### src/rtl/timer_pkg.sv
// Shared constants and width helpers for the time-setting controller.
// sel encoding: 0 is RUN, k in 1..N_FIELDS-1 means field k is being set.
package timer_pkg;

   localparam int RUN_SEL = 0;

   function automatic int sel_width(input int n_fields);
      return (n_fields > 2) ? $clog2(n_fields) : 1;
   endfunction

   // Inactivity counter must be able to hold TIMEOUT_S itself.
   function automatic int tmo_width(input int timeout_s);
      return $clog2(timeout_s + 1);
   endfunction

endpackage

### src/rtl/timer_set_ctrl_edge_rise.sv
// One-bit synchronous rising-edge detector for a debounced button level.
// The first cycle after reset only primes the history, so a held button is not an edge.
module edge_rise (
   input  logic clk,
   input  logic rst_n,
   input  logic din,
   output logic rise
);

   logic hist_reg;
   logic armed_reg;

   always_ff @(posedge clk) begin
      if (!rst_n) begin
         hist_reg  <= 1'b0;
         armed_reg <= 1'b0;
      end else begin
         hist_reg  <= din;
         armed_reg <= 1'b1;
      end
   end

   assign rise = din & ~hist_reg & armed_reg;

endmodule

### src/rtl/timer_set_ctrl.sv
// Time-setting controller: mode FSM, per-field increment enables, blink mask
// of the field being set, and auto-exit to RUN after TIMEOUT_S idle seconds.
module timer_set_ctrl
   import timer_pkg::*;
#(
   parameter int  N_FIELDS  = 3,
   parameter int  TIMEOUT_S = 10,
   localparam int SEL_W     = sel_width(N_FIELDS)
) (
   input  logic                clk,
   input  logic                rst_n,
   input  logic                tick_1hz,
   input  logic                btn_mode,
   input  logic                btn_inc,
   input  logic [N_FIELDS-2:0] carry,
   output logic [N_FIELDS-1:0] field_inc,
   output logic                clr_lsf,
   output logic                set_active,
   output logic [SEL_W-1:0]    sel_field,
   output logic [N_FIELDS-1:0] blink_mask
);

   localparam int               CNT_W   = tmo_width(TIMEOUT_S);
   localparam logic [SEL_W-1:0] SEL_RUN = SEL_W'(RUN_SEL);
   localparam logic [SEL_W-1:0] SEL_TOP = SEL_W'(N_FIELDS - 1);
   localparam logic [CNT_W-1:0] CNT_MAX = CNT_W'(TIMEOUT_S);

   logic                mode_edge;
   logic                inc_edge;
   logic [SEL_W-1:0]    sel_reg, sel_next;
   logic                phase_reg, phase_next;
   logic [CNT_W-1:0]    cnt_reg, cnt_next;
   logic [N_FIELDS-1:0] field_inc_reg, field_inc_next;
   logic [N_FIELDS-1:0] blink_reg, blink_next;
   logic                clr_reg, clr_next;
   logic                active_reg, active_next;
   logic [N_FIELDS-1:0] run_inc;
   logic                in_set;
   logic                entering;
   logic                timed_out;

   edge_rise u_mode_edge (.clk(clk), .rst_n(rst_n), .din(btn_mode), .rise(mode_edge));
   edge_rise u_inc_edge  (.clk(clk), .rst_n(rst_n), .din(btn_inc),  .rise(inc_edge));

   // Normal running: tick drives seconds, each carry drives the next field up.
   assign run_inc[0] = tick_1hz;
   for (genvar gi = 0; gi < N_FIELDS - 1; gi++) begin : g_ripple
      assign run_inc[gi+1] = carry[gi];
   end

   always_comb begin
      in_set         = (sel_reg != SEL_RUN);
      entering       = mode_edge && !in_set;
      timed_out      = in_set && (cnt_reg == CNT_MAX);
      sel_next       = sel_reg;
      phase_next     = phase_reg;
      cnt_next       = cnt_reg;
      field_inc_next = '0;
      blink_next     = '0;

      // A mode edge outranks a pending timeout.
      if (mode_edge) begin
         sel_next = in_set ? (sel_reg - SEL_W'(1)) : SEL_TOP;
      end else if (timed_out) begin
         sel_next = SEL_RUN;
      end

      if (entering) begin
         phase_next = 1'b0;
      end else if (in_set && tick_1hz) begin
         phase_next = ~phase_reg;
      end

      if (mode_edge || inc_edge) begin
         cnt_next = '0;
      end else if (in_set && tick_1hz && (cnt_reg != CNT_MAX)) begin
         cnt_next = cnt_reg + CNT_W'(1);
      end

      // Outputs follow the current state, so a tick on the exit edge is dropped.
      if (!in_set) begin
         field_inc_next = run_inc;
      end else if (inc_edge && !mode_edge) begin
         for (int i = 1; i < N_FIELDS; i++) begin
            if (sel_reg == SEL_W'(i)) field_inc_next[i] = 1'b1;
         end
      end

      for (int i = 1; i < N_FIELDS; i++) begin
         if (sel_next == SEL_W'(i)) blink_next[i] = phase_next;
      end

      clr_next    = entering;
      active_next = (sel_next != SEL_RUN);
   end

   always_ff @(posedge clk) begin
      if (!rst_n) begin
         sel_reg       <= SEL_RUN;
         phase_reg     <= 1'b0;
         cnt_reg       <= '0;
         field_inc_reg <= '0;
         blink_reg     <= '0;
         clr_reg       <= 1'b0;
         active_reg    <= 1'b0;
      end else begin
         sel_reg       <= sel_next;
         phase_reg     <= phase_next;
         cnt_reg       <= cnt_next;
         field_inc_reg <= field_inc_next;
         blink_reg     <= blink_next;
         clr_reg       <= clr_next;
         active_reg    <= active_next;
      end
   end

   assign field_inc  = field_inc_reg;
   assign blink_mask = blink_reg;
   assign clr_lsf    = clr_reg;
   assign set_active = active_reg;
   assign sel_field  = sel_reg;

endmodule

### config.mk
export PLATFORM = sky130hd
export DESIGN_NAME = timer_set_ctrl
export DESIGN_NICKNAME = d
export VERILOG_FILES = /design/src/rtl/timer_pkg.sv /design/src/rtl/timer_set_ctrl_edge_rise.sv /design/src/rtl/timer_set_ctrl.sv
export SDC_FILE = /design/constraint.sdc
export NUM_CORES = 1
export LEC_CHECK = 0
export ABC_AREA = 1
export ABC_CLOCK_PERIOD_IN_PS = 1700
export CAP_MARGIN = 20
export CORE_MARGIN = 5
export CORE_UTILIZATION = 47
export CTS_CLUSTER_SIZE = 20
export DETAILED_ROUTE_END_ITERATION = 16
export MAX_ROUTING_LAYER = met4
export PLACE_DENSITY_LB_ADDON = 0.12
export SYNTH_ARGS = -nofsm -noshare
export SYNTH_HDL_FRONTEND = slang
export SYNTH_SLANG_ARGS = --single-unit
### constraint.sdc
create_clock -name clk -period 1.7 [get_ports clk]
set_input_delay 0.255 -clock clk [delete_from_list [all_inputs] [get_ports clk]]
set_output_delay 0.255 -clock clk [all_outputs]
set_load 0.02 [all_outputs]
# Word level (Yosys, flattened, before mapping)
# Index checks and enable logic that the tools add are counted.
[classes] eq_ne=6 bitwise_logic=8 reduce_logical=14 muxes=10 addsub=2
[ops] operator="2-bit 2-to-1 mux" n=5
[ops] operator="1-bit logical AND" n=5
[ops] operator="1-bit 2-to-1 mux" n=5
[ops] operator="4-bit by 1-bit adder with 4-bit output (second input constant)" n=1
[ops] operator="1-bit AND" n=4
[ops] operator="2-bit by 1-bit == test with 1-bit output (second input constant)" n=2
[ops] operator="2-bit == test (second input constant)" n=2
[ops] operator="4-bit == test (second input constant)" n=1
[ops] operator="4-bit inequality test (second input constant)" n=1
[ops] operator="1-bit inverter" n=4
[ops] operator="2-bit AND reduction" n=2
[ops] operator="2-bit nonzero test" n=2
[ops] operator="2-bit OR reduction" n=2
[ops] operator="1-bit logical NOT" n=2
[ops] operator="2-bit by 1-bit subtractor with 2-bit output (second input constant)" n=1
[ops] operator="1-bit logical OR" n=1
[totals] out_inout_bits=10 inputBits=7 regBits=18 elab_cells=53

# Logic depth before layout (Yosys ltp)
[logic_depth] ltp_word=7 mapped_depth=9 depth_no_buf=9

# By module
# Synthesis repeated with hierarchy kept, for this count alone.
[unflattened] hier_cells=104 hier_area_um2=813.3
[modules_own_cells] mod="timer_set_ctrl" area_each_um2=698.2 cells_each=92 n_inst=1 seq_area_each_um2=280.3
[modules_own_cells] mod="edge_rise" area_each_um2=57.6 cells_each=6 n_inst=2 seq_area_each_um2=40.0

# Worst setup path before layout
# OpenSTA, ideal clock, no wires.
[synth_timing] path_type="flip-flop to flip-flop" from="register sel_reg[0], in the netlist sel_field[0]" to="register cnt_reg[1]" arrival_time_ps=1401 synth_period_minus_slack_ps=1468 setup_time_ps=67 required_time_ps=1633 slack_ps=232 path_stages_with_launch=9 n_path_buf=0 cell_sequence="dfxtp_1 -> inv_1 -> ha_1 -> inv_2 -> nand2_4 -> clkinv_2 -> nand2_2 -> or2_1 -> a21oi_2"
[synth_between] elab_chain_len=3
[synth_rtl] item="start: declaration" line_no="timer_set_ctrl.sv:30" rtl="logic [SEL_W-1:0] sel_reg, sel_next;"
[synth_rtl] item="start signal: assignment" line_no="timer_set_ctrl.sv:107" rtl="sel_reg <= sel_next;"
[synth_rtl] item="2-bit nonzero test" line_no="timer_set_ctrl.sv:52" rtl="in_set = (sel_reg != SEL_RUN);"
[synth_rtl] item="1-bit logical AND (2 in a row)" line_no="timer_set_ctrl.sv:76" rtl="end else if (in_set && tick_1hz && (cnt_reg != CNT_MAX)) begin"
[synth_rtl] item="end signal: assignment" line_no="timer_set_ctrl.sv:109" rtl="cnt_reg <= cnt_next;"
[synth_rtl] item="end: declaration" line_no="timer_set_ctrl.sv:32" rtl="logic [CNT_W-1:0] cnt_reg, cnt_next;"
# No other way between the ends.
# A chain may end at the register's enable or synchronous reset.

# Final worst setup path
[layout_timing] from="register sel_reg[1], in the netlist sel_field[1]" to="output port sel_field[1]"
[layout_lines] item="end: declaration" line_no="timer_set_ctrl.sv:19" rtl="output logic [SEL_W-1:0] sel_field,"
# No word-level cell between the ends.

==> out/results.ini <==
[yosys]
synth_area_um2 = 762
synth_top_cell_by_area = dfxtp_1
synthSimpleGateAreaFrac_pct = 30.0
syn-num-nets = 112
yosysTopAreaCellShare_pct = 44.7
synth-edff-count = 0
yosys_warnings = 0
ys_ff_latch = 17
yosys.area_share.xor_xnor_pct = 0
synthAdderAreaFrac_pct = 9.85
synth_ff_type = dfxtp_1
postSynthAreaPerCell_um2 = 7.70
synth_cells = 99
synth_compound_area_share_pct = 5.25
synth_mux_area_share_pct = 0
async_reset_ff_share_pct = 0
yosys-top-cells-area = dfxtp_1 45%, ha_1 9.9%, nand2_1 9.9%, inv_1 6.9%, nor2_1 6.4%
yosysUniqueCellTypes = 22
synth_top_family_by_area = simple AND/OR/NAND/NOR gates
yosysSeqAreaShare_pct = 44.7

[clock_tree]
insertion_delay_ps = 280
cts_resized = 0
htreeDepth = 1
clk_path_buf_depth = 2
clk_pin_slew_ps = 90
cts.sinks = 17
cts_hold_buffers = 0
cts_tree = yes
root_buffer = clkbuf_4
cts-buffers-inserted = 3
cts_setup_buffers = 0

[die]
pin_count = 17
coreArea_mm2 = 0.00152
std_cell_rows = 14
die-width_um = 50.3
initial_core_util_pct = 50.0
die_area_mm2 = 0.00253
die_h_um = 50.3

[detailed_routing]
ant_nets = 0
vias_per_cell = 4.70
wirelength_um = 1400
detail_route.iter0.violations = 22
routedWlPerCell_um = 10.6
dr.pass1.iters = 5
drc = 0
vias = 621

[critical_path]
cp_num_buf_inv = 1
worstSetupStartpointType = flop
crit_chain = clkdlybuf4s50_1
rr_startpoint = sel_field[1]
crit_path_end_kind = primary output
cp_data_required_time_ps = 1440
crit_type = reg2out
critPathLaunch = sel_field[1]
crit_fanout = 4
critPathSlowestCell = clkdlybuf4s50_1
cp_slowest_stage_delay_ps = 630
cp_data_arrival_time_ps = 1310
crit_family = buffers and inverters

[layout]
nets = 130
antenna_cells = 0
final_util_pct = 62.1
finalNonFillerCells = 132
area_growth_pct = 24.1
largest_register_ffs = 4
drive_gt1_share_pct = 7.76
final_area_um2 = 946

[sta]
setup_viol = 0
drv_slew = 0
holdWs_ps = 504
grt_setup_unrepaired = false
hold_viol = 0
setup_ws_ps = 131
post-route-period-util_pct = 92.3
setup-tns-final_ps = 0
fin_skew_ps = 4.27
min_period_ps = 1570
fmax_ghz = 0.637

[placement]
gp_congestion = 0.854
dp_hpwl_um = 1050
dp_slack_ps = 231
placed_cells = 128
portBuffers = 15
placed_cell_area_um2 = 920

[grt]
overflow = 0
grt_pass1_vias = 552
grt_max_degree = 10
track_usage_pct = 13.4
grt_pass1_wl_um = 2480
antenna_found_initial = 0

[worst_hold_path]
hold_class = reg2reg
hp-start = cnt_reg[0]

[power_and_ir_drop]
power_mw = 0.733
ir_drop_uv = 485
p_per_area_mw_per_mm2 = 775
p_leak_nw = 0.428

[outcome]
outcome = finished clean

[flow_run]
maxCapViolCount = 0

-- metal layers --
layer	GRT usage, %	share of wire (%)
met5	-	0
met1	15.9	45
met2	19.7	46
met3	3.25	6.4
met4	9.17	2.7
-- kinds of logic after synthesis --
kind of cell	after synthesis
buf+inv	18
other cells	1
simple gates	50
compound gates	7
flops	17
fa+ha+maj	6
-- layout make-up --
| class | instances | area, um^2 |
|---|---|---|
| clock buffer | 4 | 26.3 |
| fill | 149 | 578 |
| inverter | 16 | 61.3 |
| multi-input combinational | 64 | 348 |
| sequential | 17 | 340 |
| tap | 16 | 20.0 |
| timing repair buffer | 15 | 150 |
-- layout by cell type (no fill, tap or decap), types with 2 or more instances in the layout --
cell type,Yosys,layout
nand3_1,8,8
a21oi_1,4,4
ha_1,6,6
nand2_1,20,20
nor2_1,13,13
dfxtp_1,17,17
clkbuf_4,0,3
inv_1,14,14
nor3b_1,2,2
nand3b_1,2,2
clkdlybuf4s50_1,0,15
-- worst min-delay path, stage by stage (launching register included) --
cell and delay (ps):
dfxtp_1 350, nand2_1 70, a21oi_1 50
-- cell usage after synthesis, types with 2 or more instances --
| cell | n |
|---|---|
| nand3b_1 | 2 |
| nand3_1 | 8 |
| inv_1 | 14 |
| a21oi_1 | 4 |
| nor2_1 | 13 |
| nor3b_1 | 2 |
| nand2_1 | 20 |
| ha_1 | 6 |
| dfxtp_1 | 17 |
-- where the power goes --
group	switching [mW]	leakage, nW	internal [mW]	total [mW]
combinational	0.0604	0.274	0.0464	0.107
clock	0.115	0.0150	0.0911	0.206
sequential	0.00663	0.139	0.414	0.420
total	0.182	0.428	0.551	0.733
-- worst paths after layout --
check,end,slack (ps),depth (start not counted)
hold reg to reg,cnt_reg[0],500,2
hold / removal,cnt_reg[0],500,2
setup reg to reg,cnt_reg[1],200,8
setup / recovery,sel_field[1],130,1
Note: power is estimated with default switching activity, not from simulation.
